==> src/rtl/cpu_sequencer.sv <==
`default_nettype none
// ============================================================================
// Module      : cpu_sequencer
// Description : Instruction sequencer for a small accumulator CPU. Fetches
//               from a 32-word program store, executes ordinary words in
//               one cycle, handles two-word JMP/JC, a HALT opcode,
//               run/stop control and single-stepping, and counts retired
//               instructions (saturating at 255).
// Ports       : clk      - system clock, rising edge
//               nReset   - asynchronous active-low reset
//               Run      - level run request (rising edge starts)
//               Step     - single-step request, honoured only in HALT
//               Ins[5:0] - instruction word at Addr
//               CY       - datapath carry, used by JC
//               Addr     - registered program address
//               ExecEn   - datapath enable qualifier
//               Halted   - sequencer is in HALT
//               StepDone - one-cycle pulse after a single step completes
//               RetCnt   - retired instruction count, saturating
// Revision    : 1.0 - initial release
// ============================================================================
module cpu_sequencer (
    input  logic       clk,
    input  logic       nReset,
    input  logic       Run,
    input  logic       Step,
    input  logic [5:0] Ins,
    input  logic       CY,
    output logic [4:0] Addr,
    output logic       ExecEn,
    output logic       Halted,
    output logic       StepDone,
    output logic [7:0] RetCnt
);

    localparam logic [5:0] c_OP_HALT = 6'b111101;
    // JMP = 111110, JC = 111111: they share the top five bits and Ins[0]
    // tells them apart.
    localparam logic [4:0] c_OP_JUMP_HI = 5'b11111;

    localparam logic [1:0] c_ST_HALT = 2'd0;
    localparam logic [1:0] c_ST_EXEC = 2'd1;
    localparam logic [1:0] c_ST_JTGT = 2'd2;

    logic [1:0] r_state;
    logic [1:0] w_state_nxt;
    logic [4:0] r_addr;
    logic [4:0] w_addr_nxt;
    logic       r_run_q;
    logic       r_stepping;
    logic       w_stepping_nxt;
    logic       r_jump_is_jc;
    logic       w_jump_is_jc_nxt;
    logic [7:0] r_ret_cnt;
    logic       r_step_done;
    logic       w_step_done_nxt;
    logic       w_retire;
    logic       w_exec_en;
    logic       w_boundary;
    logic       w_force_halt;
    logic       w_is_halt;
    logic       w_is_jump;
    logic       w_take_jump;

    assign w_is_halt   = (Ins == c_OP_HALT);
    assign w_is_jump   = (Ins[5:1] == c_OP_JUMP_HI);
    assign w_take_jump = !r_jump_is_jc || CY;

    // ------------------------------------------------------------------
    // State register
    // ------------------------------------------------------------------
    always_ff @(posedge clk or negedge nReset) begin
        if (!nReset) begin
            r_state      <= c_ST_HALT;
            r_addr       <= 5'd0;
            r_run_q      <= 1'b0;
            r_stepping   <= 1'b0;
            r_jump_is_jc <= 1'b0;
            r_ret_cnt    <= 8'd0;
            r_step_done  <= 1'b0;
        end else begin
            r_state      <= w_state_nxt;
            r_addr       <= w_addr_nxt;
            r_run_q      <= Run;
            r_stepping   <= w_stepping_nxt;
            r_jump_is_jc <= w_jump_is_jc_nxt;
            r_step_done  <= w_step_done_nxt;
            if (w_retire && (r_ret_cnt != 8'hFF)) begin
                r_ret_cnt <= r_ret_cnt + 8'd1;
            end
        end
    end

    // ------------------------------------------------------------------
    // Next-state and output logic
    // ------------------------------------------------------------------
    always_comb begin
        w_state_nxt      = r_state;
        w_addr_nxt       = r_addr;
        w_stepping_nxt   = r_stepping;
        w_jump_is_jc_nxt = r_jump_is_jc;
        w_step_done_nxt  = 1'b0;
        w_retire         = 1'b0;
        w_exec_en        = 1'b0;
        w_boundary       = 1'b0;
        w_force_halt     = 1'b0;

        case (r_state)
            c_ST_HALT: begin
                // A fresh Run edge beats a simultaneous Step.
                if (Run && !r_run_q) begin
                    w_state_nxt    = c_ST_EXEC;
                    w_stepping_nxt = 1'b0;
                end else if (Step) begin
                    w_state_nxt    = c_ST_EXEC;
                    w_stepping_nxt = 1'b1;
                end
            end
            c_ST_EXEC: begin
                if (w_is_halt) begin
                    // Address stays on the HALT word so a restart re-executes it.
                    w_retire     = 1'b1;
                    w_boundary   = 1'b1;
                    w_force_halt = 1'b1;
                end else if (w_is_jump) begin
                    w_addr_nxt       = r_addr + 5'd1;
                    w_jump_is_jc_nxt = Ins[0];
                    w_state_nxt      = c_ST_JTGT;
                end else begin
                    w_exec_en  = 1'b1;
                    w_addr_nxt = r_addr + 5'd1;
                    w_retire   = 1'b1;
                    w_boundary = 1'b1;
                end
            end
            c_ST_JTGT: begin
                // Ins here is the target word; its bit 5 is not part of the target.
                w_retire   = 1'b1;
                w_boundary = 1'b1;
                w_addr_nxt = w_take_jump ? Ins[4:0] : (r_addr + 5'd1);
            end
            default: begin
                w_state_nxt = c_ST_HALT;
            end
        endcase

        // Instruction boundary: decide whether to keep running.
        if (w_boundary) begin
            if (r_stepping) begin
                w_state_nxt     = c_ST_HALT;
                w_step_done_nxt = 1'b1;
                w_stepping_nxt  = 1'b0;
            end else if (!Run || w_force_halt) begin
                w_state_nxt = c_ST_HALT;
            end else begin
                w_state_nxt = c_ST_EXEC;
            end
        end
    end

    assign Addr     = r_addr;
    assign ExecEn   = w_exec_en;
    assign Halted   = (r_state == c_ST_HALT);
    assign StepDone = r_step_done;
    assign RetCnt   = r_ret_cnt;

endmodule
`default_nettype wire

==> config.mk <==
export PLATFORM = sky130hd
export DESIGN_NAME = cpu_sequencer
export DESIGN_NICKNAME = d
export VERILOG_FILES = /design/src/rtl/cpu_sequencer.sv
export SDC_FILE = /design/constraint.sdc
export NUM_CORES = 1
export LEC_CHECK = 0
export CAP_MARGIN = 20
export CORE_MARGIN = 4
export CORE_UTILIZATION = 43
export CTS_CLUSTER_DIAMETER = 80
export CTS_CLUSTER_SIZE = 16
export DETAILED_ROUTE_END_ITERATION = 6
export GPL_TIMING_DRIVEN = 0
export PLACE_DENSITY = 0.82
export SETUP_SLACK_MARGIN = 0.3
export SYNTH_ARGS = -nofsm -noshare
export SYNTH_HDL_FRONTEND = slang
export SYNTH_SLANG_ARGS = --single-unit
==> constraint.sdc <==
create_clock -name clk -period 1.87 [get_ports clk]
set_clock_uncertainty 0.15 [all_clocks]
set_input_delay 0.374 -clock clk [delete_from_list [all_inputs] [get_ports clk]]
set_output_delay 0.374 -clock clk [all_outputs]
set_load 0.005 [all_outputs]
Word level (Yosys, flattened, before mapping)
Cells that the tools add are included.

word-level totals
  bits of input ports = 11
  bits in registers = 19
  output and inout port bits = 16

cells by class
  bitwise logic cells = 1
  equal/unequal tests = 10
  mux-type cells = 25
  $add $sub $neg = 2
  reductions and logical operators = 12

operators with widths
  kind                                                              count
  1-bit two-way mux                                                 15
  2-bit two-way mux                                                 5
  5-bit two-way mux                                                 2
  5-bit one-hot mux with 2 select lines                             1
  8-bit by 1-bit adder with 8-bit output (second input constant)    1
  8-bit != test (second input constant)                             1
  6-bit == test (second input constant)                             1
  3-bit != test (second input constant)                             2
  2-bit one-hot mux with 3 select lines                             1
  5-bit by 1-bit adder with 5-bit output (second input constant)    1
  5-bit == test (second input constant)                             1
  2-bit != test (second input constant)                             2
  4-bit by 2-bit != test with 1-bit output (second input constant)  1
  4-bit AND reduction                                               1
  1-bit zero test                                                   3
  3-bit AND reduction                                               1
  2-bit by 1-bit == test with 1-bit output (second input constant)  1
  2-bit == test (second input constant)                             1
  1-bit logical AND                                                 2
  2-bit zero test                                                   1
  1-bit logical OR                                                  2
  1-bit one-hot mux with 2 select lines                             1
  2-bit AND reduction                                               1
  2-bit nonzero test                                                1
  1-bit inverter                                                    1

Depth between registers and ports, before layout
Gate-level depths: netlist of run 1.

  word-level depth = 7
  gate-level depth with buffers = 6
  depth with buffers taken out = 6

Worst setup path after synthesis of run 1
OpenSTA, ideal clock, no wires.

  path type = register to register
  start = register r_state[0]
  end = register r_ret_cnt[7], in the netlist RetCnt[7]
  data arrival time = 1.603 ns
  clock period less this slack = 1.881 ns
  required time = 1.592 ns
  path buffers = 0
  setup slack = -0.011 ns
  stages on the path, launching flop included = 7
  path through = dfrtp_1 inv_1 ha_1 nand2b_2 o221ai_4 nor3_1 mux2_1

on the way
  cells in the longest elaborated chain, start to end = 3

ends and longest elaborated chain
  element                                                                           RTL line  text
  start, declared                                                                   45        logic [1:0] r_state;
  start signal, assigned                                                            74        r_state <= c_ST_HALT;
  start signal, assigned                                                            82        r_state <= w_state_nxt;
  2-bit == test / 2-bit by 1-bit == test with 1-bit output (equally long branches)  108       case (r_state)
  1-bit one-hot mux with 2 select lines *                                           108
  1-bit logical AND *                                                               88        if (w_retire && (r_ret_cnt != 8'hFF)) begin
  end signal, assigned                                                              89        r_ret_cnt <= r_ret_cnt + 8'd1;
  end, declared                                                                     54        logic [7:0] r_ret_cnt;

Every way passes the cells marked *; elsewhere a longest branch is shown, timed or not.
A chain may end at the register's enable or synchronous reset.

Final worst setup path of run 1
  start = register r_state[1]
  end = register r_ret_cnt[3], in the netlist RetCnt[3]

Same word-level chain as after synthesis.

==> metrics.txt, run 1 <==
# TYPE chip_impl_metric gauge
chip_impl_metric{name="antenna-diode-count",unit=""} 0
chip_impl_metric{name="tritoncts_buffers",unit=""} 3
chip_impl_metric{name="min_path_cells",unit=""} 1
chip_impl_metric{name="post_route_fraction_of_the_period_consumed_by_the_critical_path",unit=""} 0.975
chip_impl_metric{name="p_leak",unit="nW"} 0.809
chip_impl_metric{name="clk_pin_slew_worst_paths",unit="ps"} 120
chip_impl_metric{name="max_slew.worst_pin.slew",unit="ps"} 863
chip_impl_metric{name="area_delta_synth_final",unit="%"} 63.7
chip_impl_info{name="grt_setup_unrepaired",value="yes"} 1
chip_impl_metric{name="detailroute.wirelength.met2",unit="mm"} 1.66
chip_impl_metric{name="final_antenna_net_count",unit=""} 0
chip_impl_metric{name="final_period_minus_worst_setup_slack",unit="ps"} 1820
chip_impl_metric{name="wl_met3",unit="um"} 145
chip_impl_metric{name="critPathMaxFanout",unit=""} 5
chip_impl_metric{name="top_level_ports",unit=""} 27
chip_impl_metric{name="length_of_the_first_detailed_routing_pass_in_iterations",unit=""} 4
chip_impl_metric{name="post-route-drc-count",unit=""} 0
chip_impl_metric{name="routability_congestion_estimate_from_global_placement",unit=""} 0.803
chip_impl_metric{name="synth_seq_area_share",unit=""} 0.430
chip_impl_metric{name="cp_data_required_time",unit="ps"} 1960
chip_impl_metric{name="dp_worst_setup_slack",unit="ps"} -442
chip_impl_metric{name="netlist_area",unit="um^2"} 1110
chip_impl_metric{name="grt_start_max_net_pins",unit=""} 20
chip_impl_metric{name="synth_warnings",unit=""} 0
chip_impl_metric{name="multiInputGateArea",unit="um^2"} 729
chip_impl_metric{name="filler_cells",unit=""} 175
chip_impl_metric{name="vias_after_detailed_routing",unit=""} 1055
chip_impl_metric{name="first_global_vias",unit=""} 1100
chip_impl_metric{name="synth-edff-count",unit=""} 0
chip_impl_metric{name="cts.sink_count",unit=""} 19
chip_impl_metric{name="rows",unit=""} 18
chip_impl_info{name="cts-root-buf",value="clkbuf_4"} 1
chip_impl_info{name="worst-setup-path-type",value="reg2reg"} 1
chip_impl_metric{name="yosysUniqueCellTypes",unit=""} 33
chip_impl_metric{name="final_max_slew_viol_count",unit=""} 0
chip_impl_metric{name="power_density",unit="nW/um^2"} 1670
chip_impl_metric{name="final-seq-area",unit="um^2"} 479
chip_impl_info{name="tritoncts",value="done"} 1
chip_impl_metric{name="netlist_instances",unit=""} 103
chip_impl_metric{name="synthesis.nets",unit=""} 120
chip_impl_metric{name="wl_per_cell",unit="um"} 15.8
chip_impl_metric{name="syn_avg_cell_area",unit="um^2"} 10.7
chip_impl_metric{name="worst-endpoint-arrival",unit="ps"} 1910
chip_impl_metric{name="detailedPlacementHpwl",unit="mm"} 1.87
chip_impl_metric{name="maxCapViolCount",unit=""} 0
chip_impl_metric{name="wl",unit="mm"} 3.09
chip_impl_metric{name="antenna_found_initial",unit=""} 0
chip_impl_metric{name="die_h",unit="um"} 58.7
chip_impl_info{name="top_layer_used",value="met4"} 1
chip_impl_info{name="synthFlopType",value="dfrtp_1"} 1
chip_impl_metric{name="utilization",unit=""} 0.738
chip_impl_metric{name="nets",unit=""} 183
chip_impl_metric{name="place.port_buffers",unit=""} 26
chip_impl_metric{name="grt_first_pass_wirelength",unit="mm"} 5.03
chip_impl_metric{name="rr_worst_depth",unit=""} 7
chip_impl_info{name="status",value="complete, no violations"} 1
chip_impl_metric{name="dieWidth",unit="um"} 58.7
chip_impl_metric{name="floorplan.die_area",unit="um^2"} 3450
chip_impl_metric{name="route.detailed.vias_per_inst",unit=""} 5.41
chip_impl_metric{name="synth_seq_cells",unit=""} 19
chip_impl_metric{name="fraction_of_final_layout_cells_with_drive_strength_greater_than_1",unit=""} 0.418
chip_impl_metric{name="post-route-worst-setup-slack",unit="ps"} 46.4
chip_impl_metric{name="final-hold-violation-count",unit=""} 0
chip_impl_metric{name="relSlewSlack",unit=""} 0.423
chip_impl_info{name="timing.critical_path.to_type",value="register"} 1
chip_impl_info{name="worstHoldPathType",value="reg2reg"} 1
chip_impl_metric{name="clock_tree.buffer_depth",unit=""} 2
chip_impl_metric{name="detail_route.wirelength.met1",unit="mm"} 1.23
chip_impl_info{name="type_of_element_launching_the_critical_path",value="register"} 1
chip_impl_metric{name="design.core.area",unit="um^2"} 2450
chip_impl_metric{name="grt.overflow.total",unit=""} 0
chip_impl_metric{name="worstSkewPairLatency",unit="ps"} 310
chip_impl_metric{name="grt_util_all_layers",unit=""} 0.195
chip_impl_metric{name="synth-async-reset-ratio",unit=""} 1.00
chip_impl_metric{name="detail_route.iter0.violations",unit=""} 29
chip_impl_metric{name="starting_density",unit=""} 0.451
chip_impl_metric{name="fmax",unit="MHz"} 548
chip_impl_metric{name="setup-violations-final",unit=""} 0
chip_impl_metric{name="max-vdd-ir-drop",unit="mV"} 1.19
chip_impl_metric{name="cts-htree-levels",unit=""} 1
==> flip-flops by register name (all words and copies together), names as in the netlist <==
signal and flops:
r_run_q 1, StepDone 1, r_jump_is_jc 1, r_state 2, r_stepping 1, Addr 5
RetCnt 8
==> synth_stat cells, types with 2 or more instances <==
library cell / instances / area [um^2]
dfrtp_1: 19 / 475
nand2_1: 8 / 30.0
nand3_1: 8 / 40.0
inv_1: 7 / 26.3
ha_1: 6 / 75.1
nor3_1: 5 / 25.0
xor2_1: 5 / 43.8
a21oi_1: 4 / 20.0
mux2i_1: 4 / 40.0
nor2_1: 4 / 15.0
a2bb2oi_1: 3 / 26.3
mux2_1: 3 / 33.8
nand4_1: 3 / 18.8
o31ai_1: 3 / 22.5
nor3b_1: 2 / 15.0
o21ai_0: 2 / 10.0
==> where the power goes <==
part | switching, mW | internal (mW) | leakage, nW
combinational | 0.938 | 1.16 | 0.557
clock | 0.139 | 0.0800 | 0.0177
sequential | 0.128 | 0.578 | 0.234
==> final cells by class <==
class                           instances  area share
Clock buffer                            3      0.0124
Clock inverter                          1     0.00276
Inverter                                7      0.0159
Multi-Input combinational cell         77       0.403
Sequential cell                        19       0.265
Tap cell                               30      0.0207
Timing Repair Buffer                   58       0.281
==> cells in the final DEF, fill, tap and decap left out, drive strengths merged <==
| cell | n |
|---|---|
| clkinv | 1 |
| ha | 6 |
| nor4b | 1 |
| clkdlybuf4s50 | 5 |
| nand3 | 8 |
| nand2b | 2 |
| a211o | 1 |
| nor3b | 2 |
| nand4 | 4 |
| o311ai | 1 |
| nand3b | 1 |
| o22ai | 1 |
| nor2 | 5 |
| dfrtp | 19 |
| buf | 34 |
| a21oi | 4 |
| mux2i | 4 |
| xor2 | 5 |
| o21a | 1 |
| nor2b | 1 |
| dlygate4sd2 | 11 |
| nor3 | 5 |
| mux2 | 3 |
| o31ai | 4 |
| a2bb2oi | 3 |
| nor4 | 1 |
| o31a | 1 |
| o21ai | 3 |
| nand2 | 8 |
| clkdlybuf4s15 | 6 |
| a311oi | 1 |
| clkbuf | 5 |
| o221ai | 1 |
| inv | 7 |
==> timing repair <==
item                                    CTS  global route
cloned                                    0             0
hold buffers                              0             0
endpoints found under the setup margin   33            27
pin swaps                                13             9
gates resized for setup                  47            15
setup buffers                            28             4
==> worst paths after layout <==
path / start / to / slack, ps
min in group asynchronous: nReset / r_state[1] / 390
hold / removal: r_stepping / r_stepping / 340
setup reg to reg: r_state[1] / RetCnt[3] / 50
hold reg to reg: r_stepping / r_stepping / 340
setup / recovery: r_state[1] / RetCnt[3] / 50
max in group asynchronous: nReset / r_state[0] / 590
==> metal layers <==
layer / vias up / track usage
met5: - / 0
met3: 10 / 0.0504
met4: 0 / 0.0518
met1: 507 / 0.227
met2: 33 / 0.354
li1: 505 / -
==> per-stage QoR <==
stage / TNS [ps] / total power [mW] / instances / cell area, um^2 / hold WS [ps]
after CTS: 0 / 2.86 / 191 / 1760 / 348
after floorplan: 0 / 1.58 / 103 / 1160 / -71.6
final: 0 / 3.02 / 195 / 1810 / 345
after global placement: -3450 / 2.01 / 159 / 1460 / 323
after detailed placement: -3900 / 2.08 / 159 / 1460 / 331
after global routing: 0 / 3.23 / 195 / 1810 / 374
==> kinds of logic after synthesis <==
group	synth area share
muxes	0.0667
DFF	0.430
xor gates and xnor gates	0.0396
buffers and inverters	0.0238
adders and majority gates	0.0679
and+or+nand+nor	0.206
AOI/OAI and AO/OA	0.166
==> worst max-delay path: stages (launching register included) <==
cell,delay (ps)
dfrtp_1,420
inv_2,80
buf_6,120
ha_4,270
o221ai_4,150
buf_6,180
nor4b_4,220
xor2_1,170
Note: power is estimated with default switching activity, not from simulation.
==> inputs of run 2 (changes only) <==
- CORE_UTILIZATION: 43 -> 55
- DONT_BUFFER_PORTS: default -> 1
- PLACE_DENSITY: 0.82 -> 0.81
- REMOVE_ABC_BUFFERS: default -> 1
==> metrics.txt, run 2 (synthesis results as in run 1) <==
# TYPE chip_impl_metric gauge
chip_impl_info{name="status",value="complete, no violations"} 1
chip_impl_info{name="timing.critical_path.to_type",value="output pin"} 1
chip_impl_metric{name="critPathMaxFanout",unit=""} 5
chip_impl_metric{name="clk_pin_slew_worst_paths",unit="ps"} 120
chip_impl_metric{name="detailedPlacementHpwl",unit="mm"} 1.72
chip_impl_metric{name="cts.sink_count",unit=""} 19
chip_impl_metric{name="route.detailed.vias_per_inst",unit=""} 6.04
chip_impl_info{name="layout.cells.most_common",value="dfrtp_1"} 1
chip_impl_info{name="worst-setup-path-type",value="reg2out"} 1
chip_impl_info{name="grt_setup_unrepaired",value="yes"} 1
chip_impl_metric{name="die_h",unit="um"} 52.8
chip_impl_metric{name="grt_start_max_net_pins",unit=""} 20
chip_impl_metric{name="p_leak",unit="nW"} 0.601
chip_impl_metric{name="final_antenna_net_count",unit=""} 0
chip_impl_metric{name="antenna_found_initial",unit=""} 0
chip_impl_metric{name="post_route_fraction_of_the_period_consumed_by_the_critical_path",unit=""} 0.955
chip_impl_info{name="reg2reg_from",value="r_state[1]"} 1
chip_impl_metric{name="setup-violations-final",unit=""} 0
chip_impl_metric{name="final_max_slew_viol_count",unit=""} 0
chip_impl_info{name="worstHoldPathType",value="in2reg"} 1
chip_impl_metric{name="routability_congestion_estimate_from_global_placement",unit=""} 0.772
chip_impl_metric{name="placed_cells",unit=""} 128
chip_impl_metric{name="cp_data_required_time",unit="ps"} 1350
chip_impl_metric{name="fmax",unit="MHz"} 560
chip_impl_metric{name="dp_worst_setup_slack",unit="ps"} -164
chip_impl_info{name="holdPathEnd",value="r_stepping"} 1
chip_impl_metric{name="starting_density",unit=""} 0.608
chip_impl_metric{name="wl",unit="mm"} 2.51
chip_impl_metric{name="post-route-worst-setup-slack",unit="ps"} 84.8
chip_impl_metric{name="design.core.area",unit="um^2"} 1820
chip_impl_info{name="type_of_element_launching_the_critical_path",value="register"} 1
chip_impl_metric{name="area_delta_synth_final",unit="%"} 28.1
chip_impl_metric{name="place.port_buffers",unit=""} 0
chip_impl_metric{name="post-route-drc-count",unit=""} 0
chip_impl_metric{name="max_slew.worst_pin.slew",unit="ps"} 862
chip_impl_metric{name="maxCapViolCount",unit=""} 0
chip_impl_info{name="cts-root-buf",value="clkbuf_4"} 1
chip_impl_info{name="tritoncts",value="done"} 1
chip_impl_metric{name="detail_route.iter0.violations",unit=""} 8
chip_impl_metric{name="max-vdd-ir-drop",unit="mV"} 1.56
chip_impl_metric{name="wl_per_cell",unit="um"} 16.9
chip_impl_metric{name="fraction_of_final_layout_cells_with_drive_strength_greater_than_1",unit=""} 0.358
chip_impl_metric{name="fin_cells",unit=""} 148
chip_impl_metric{name="antenna-diode-count",unit=""} 0
chip_impl_metric{name="grt_first_pass_wirelength",unit="mm"} 4.29
chip_impl_metric{name="nets",unit=""} 141
chip_impl_metric{name="worstSkewPairLatency",unit="ps"} 320
chip_impl_metric{name="wl_met3",unit="um"} 164
chip_impl_metric{name="tritoncts_buffers",unit=""} 3
chip_impl_metric{name="length_of_the_first_detailed_routing_pass_in_iterations",unit=""} 4
chip_impl_info{name="r2r-end",value="RetCnt[7]"} 1
chip_impl_metric{name="first_global_vias",unit=""} 959
chip_impl_metric{name="detailroute.wirelength.met2",unit="mm"} 1.29
chip_impl_metric{name="worst-endpoint-arrival",unit="ps"} 1260
chip_impl_metric{name="grt.overflow.total",unit=""} 0
chip_impl_info{name="min_from",value="Step"} 1
chip_impl_metric{name="largest_register_ffs",unit=""} 8
chip_impl_metric{name="cts-htree-levels",unit=""} 1
chip_impl_metric{name="rr_worst_depth",unit=""} 5
chip_impl_metric{name="rows",unit=""} 15
chip_impl_metric{name="detail_route.wirelength.met1",unit="um"} 995
chip_impl_metric{name="reg2reg_setup_slack",unit="ps"} 90
chip_impl_metric{name="top_level_ports",unit=""} 27
chip_impl_metric{name="final_period_minus_worst_setup_slack",unit="ps"} 1790
chip_impl_metric{name="floorplan.die_area",unit="um^2"} 2790
chip_impl_metric{name="power_density",unit="nW/um^2"} 1720
chip_impl_info{name="top_layer_used",value="met4"} 1
chip_impl_metric{name="relSlewSlack",unit=""} 0.425
chip_impl_metric{name="min_path_cells",unit=""} 2
chip_impl_metric{name="final-hold-violation-count",unit=""} 0
chip_impl_metric{name="vias_after_detailed_routing",unit=""} 894
chip_impl_info{name="most_used_cells_in_the_layout_excluding_fill_and_tap_cells",value="dfrtp_1 (18), buf_4 (11), nand3_1 (8)"} 1
chip_impl_metric{name="clock_tree.buffer_depth",unit=""} 2
chip_impl_metric{name="dieWidth",unit="um"} 52.8
chip_impl_metric{name="grt_util_all_layers",unit=""} 0.211
## run 2: per-layer routing
| metal | vias up | track usage |
|---|---|---|
| li1 | 421 | - |
| met1 | 441 | 0.220 |
| met2 | 25 | 0.378 |
| met3 | 7 | 0.0712 |
| met4 | 0 | 0.0894 |
| met5 | - | 0 |
## run 2: worst max path at each step
stage / startpoint / end / slack, ps / cells after the start
2_1_floorplan: r_state[0] / RetCnt[7] / -10 / 6
3_3_place_gp: r_state[0] / RetCnt[7] / -130 / 6
3_5_place_dp: r_state[0] / RetCnt[7] / -160 / 5
4_1_cts: r_state[1] / r_state[0] / 90 / 6
5_1_grt: r_state[1] / RetCnt[7] / 7 / 5
6_report: r_state[1] / ExecEn / 80 / 3
## run 2: final cells by class
type                       instances  area, um^2
multi-input combinational         77         713
sequential                        19         477
fill                             122         404
timing repair buffer              16         139
tap                               25        31.3
inverter                           7        26.3
clock buffer                       3        22.5
clock inverter                     1        7.51
## run 2: power by group
group          internal [mW]  switching (mW)
sequential             0.573           0.208
combinational          0.746           0.676
clock                 0.0820           0.147
## run 2: through the flow
| step | setup TNS, ps | total power [mW] | hold slack [ps] | util | area (um^2) |
|---|---|---|---|---|---|
| floorplan | -10.6 | 1.47 | -71.6 | - | 1110 |
| global placement | -370 | 1.61 | -71.1 | 0.625 | 1140 |
| detailed placement | -588 | 1.66 | -71.1 | 0.625 | 1140 |
| CTS | 0 | 2.23 | -74.0 | 0.732 | 1330 |
| global route | 0 | 2.63 | 43.6 | 0.778 | 1420 |
| finish | 0 | 2.43 | 29.6 | 0.778 | 1420 |
## run 2: what timing repair did
item | in CTS | in global routing
setup endpoints to repair | 19 | 20
buffers inserted | 10 | 4
resized for setup | 19 | 11
hold buffers | 1 | 1
hold endpoints to repair | 20 | 1
pin swaps | 13 | 5
## run 2: critical path: stages, from the launching register on
cell     delay, ps
dfrtp_1        450
inv_2          140
ha_4           200
o21a_1         150
==> inputs of run 3 (changes only) <==
- RECOVER_POWER: default -> 25
==> metrics.txt, run 3 (synthesis results as in run 1) <==
# TYPE chip_impl_metric gauge
chip_impl_metric{name="floorplan.die_area",unit="um^2"} 2790
chip_impl_metric{name="cts.sink_count",unit=""} 19
chip_impl_metric{name="final_max_slew_viol_count",unit=""} 0
chip_impl_metric{name="grt_start_max_net_pins",unit=""} 20
chip_impl_metric{name="top_level_ports",unit=""} 27
chip_impl_metric{name="detailedPlacementHpwl",unit="mm"} 1.72
chip_impl_metric{name="first_global_vias",unit=""} 959
chip_impl_metric{name="wl_per_cell",unit="um"} 16.9
chip_impl_metric{name="starting_density",unit=""} 0.608
chip_impl_metric{name="maxCapViolCount",unit=""} 0
chip_impl_metric{name="post_route_fraction_of_the_period_consumed_by_the_critical_path",unit=""} 0.955
chip_impl_metric{name="rr_worst_depth",unit=""} 5
chip_impl_metric{name="length_of_the_first_detailed_routing_pass_in_iterations",unit=""} 4
chip_impl_metric{name="dieWidth",unit="um"} 52.8
chip_impl_info{name="worstHoldPathType",value="in2reg"} 1
chip_impl_info{name="cts-root-buf",value="clkbuf_4"} 1
chip_impl_info{name="r2r-end",value="RetCnt[7]"} 1
chip_impl_metric{name="pwr-share-clk",unit=""} 0.094
chip_impl_metric{name="placed_cell_area",unit="um^2"} 1140
chip_impl_metric{name="clk_pin_slew_worst_paths",unit="ps"} 120
chip_impl_metric{name="antenna_found_initial",unit=""} 0
chip_impl_metric{name="power_density",unit="nW/um^2"} 1730
chip_impl_info{name="most_used_cells_in_the_layout_excluding_fill_and_tap_cells",value="dfrtp_1 (18), buf_4 (11), nand3_1 (8)"} 1
chip_impl_metric{name="tritoncts_buffers",unit=""} 3
chip_impl_info{name="worst-setup-path-type",value="reg2out"} 1
chip_impl_metric{name="max_slew.worst_pin.slew",unit="ps"} 1020
chip_impl_metric{name="reported_net_switching_power",unit="mW"} 1.03
chip_impl_metric{name="cp_data_required_time",unit="ps"} 1350
chip_impl_metric{name="nets",unit=""} 141
chip_impl_metric{name="largest_register_ffs",unit=""} 8
chip_impl_metric{name="place.port_buffers",unit=""} 0
chip_impl_metric{name="final_cell_area",unit="um^2"} 1410
chip_impl_metric{name="p_sw_frac",unit=""} 0.424
chip_impl_metric{name="final-hold-violation-count",unit=""} 0
chip_impl_info{name="timing.critical_path.to_type",value="output pin"} 1
chip_impl_metric{name="die_h",unit="um"} 52.8
chip_impl_metric{name="vias_after_detailed_routing",unit=""} 894
chip_impl_info{name="grt_setup_unrepaired",value="yes"} 1
chip_impl_info{name="worst_setup_path_startpoint",value="r_state[1]"} 1
chip_impl_info{name="reg2reg_from",value="r_state[1]"} 1
chip_impl_metric{name="grt_first_pass_wirelength",unit="mm"} 4.29
chip_impl_metric{name="critPathMaxFanout",unit=""} 5
chip_impl_metric{name="final_period_minus_worst_setup_slack",unit="ps"} 1790
chip_impl_metric{name="fraction_of_final_layout_cells_with_drive_strength_greater_than_1",unit=""} 0.358
chip_impl_metric{name="relSlewSlack",unit=""} 0.320
chip_impl_metric{name="fmax",unit="MHz"} 560
chip_impl_metric{name="routability_congestion_estimate_from_global_placement",unit=""} 0.772
chip_impl_metric{name="worst-endpoint-arrival",unit="ps"} 1260
chip_impl_metric{name="grtUsageMet3",unit=""} 0.0712
chip_impl_metric{name="power.internal",unit="mW"} 1.40
chip_impl_info{name="type_of_element_launching_the_critical_path",value="register"} 1
chip_impl_metric{name="design.core.area",unit="um^2"} 1820
chip_impl_metric{name="detail_route.iter0.violations",unit=""} 8
chip_impl_info{name="grt_most_used_layer",value="met2"} 1
chip_impl_info{name="tritoncts",value="done"} 1
chip_impl_metric{name="max-vdd-ir-drop",unit="mV"} 1.56
chip_impl_metric{name="area_delta_synth_final",unit="%"} 27.3
chip_impl_metric{name="relative_contribution_of_sequential_cells_to_total_power",unit=""} 0.321
chip_impl_metric{name="post-route-drc-count",unit=""} 0
chip_impl_metric{name="antenna-diode-count",unit=""} 0
chip_impl_metric{name="global_route.usage.met2",unit=""} 0.378
chip_impl_metric{name="grt.overflow.total",unit=""} 0
chip_impl_info{name="status",value="complete, no violations"} 1
chip_impl_metric{name="grt_util_all_layers",unit=""} 0.211
chip_impl_metric{name="wl",unit="mm"} 2.50
chip_impl_metric{name="clock_tree.buffer_depth",unit=""} 2
chip_impl_metric{name="cts-htree-levels",unit=""} 1
chip_impl_metric{name="setup-violations-final",unit=""} 0
chip_impl_metric{name="rows",unit=""} 15
chip_impl_metric{name="reg2reg_setup_slack",unit="ps"} 90
chip_impl_info{name="worst_setup_path_endpoint",value="ExecEn"} 1
chip_impl_metric{name="final_antenna_net_count",unit=""} 0
chip_impl_metric{name="worstSkewPairLatency",unit="ps"} 320
chip_impl_metric{name="share_comb_of_total_power",unit=""} 0.584
chip_impl_info{name="layout.cells.most_common",value="dfrtp_1"} 1
chip_impl_metric{name="p_leak",unit="nW"} 0.589
chip_impl_metric{name="dp_worst_setup_slack",unit="ps"} -164
chip_impl_metric{name="post-route-worst-setup-slack",unit="ps"} 84.8
chip_impl_metric{name="route.detailed.vias_per_inst",unit=""} 6.04
chip_impl_metric{name="grt_util_met1",unit=""} 0.220
==> run 3: per-layer routing <==
metal / wire length, um / up-vias
li1: - / 421
met1: 992 / 441
met2: 1290 / 25
met3: 163 / 7
met4: 53 / 0
met5: 0 / -
==> run 3: critical path, cell delays in order (launching register included) <==
cell and delay (ps):
dfrtp_1 450, inv_2 140, ha_4 200, o21a_1 150
==> run 3: area by class of cell <==
class                      count  area (um^2)
tap                           25         31.3
sequential                    19          477
clock buffer                   3         22.5
multi-input combinational     77          713
inverter                       7         26.3
clock inverter                 1         7.51
fill                         125          413
timing repair buffer          16          130
==> run 3: repair_timing <==
action,CTS,global route
hold buffers,1,1
resized for setup,19,11
pin swaps,13,5
hold endpoints to repair,20,1
buffers inserted,10,4
setup endpoints to repair,19,20
==> run 3: power groups by stage <==
stage	clock network, mW	logic (mW)	registers, mW
5_1_grt	0.248	1.57	0.812
2_1_floorplan	0	0.733	0.737
3_5_place_dp	0	0.874	0.787
3_3_place_gp	0	0.834	0.777
6_report	0.229	1.42	0.781
4_1_cts	0.225	1.23	0.780
==> run 3: worst min path at each step <==
stage	cells past startpoint	to	startpoint	slack (ps)
2_1_floorplan	0	Addr[0]	nReset	-70
3_3_place_gp	0	RetCnt[5]	nReset	-70
3_5_place_dp	0	RetCnt[3]	nReset	-70
4_1_cts	0	r_run_q	Run	-70
5_1_grt	2	r_stepping	Step	40
6_report	2	r_stepping	Step	30
==> run 3: stage by stage <==
stage           util  hold WS [ps]  TNS, ps  power, mW  cells
5_1_grt        0.773          43.6        0       2.63    148
2_1_floorplan      -         -71.6    -10.6       1.47    103
4_1_cts        0.732         -74.0        0       2.23    143
3_3_place_gp   0.625         -71.1     -370       1.61    128
3_5_place_dp   0.625         -71.1     -588       1.66    128
6_report       0.773          29.6        0       2.43    148
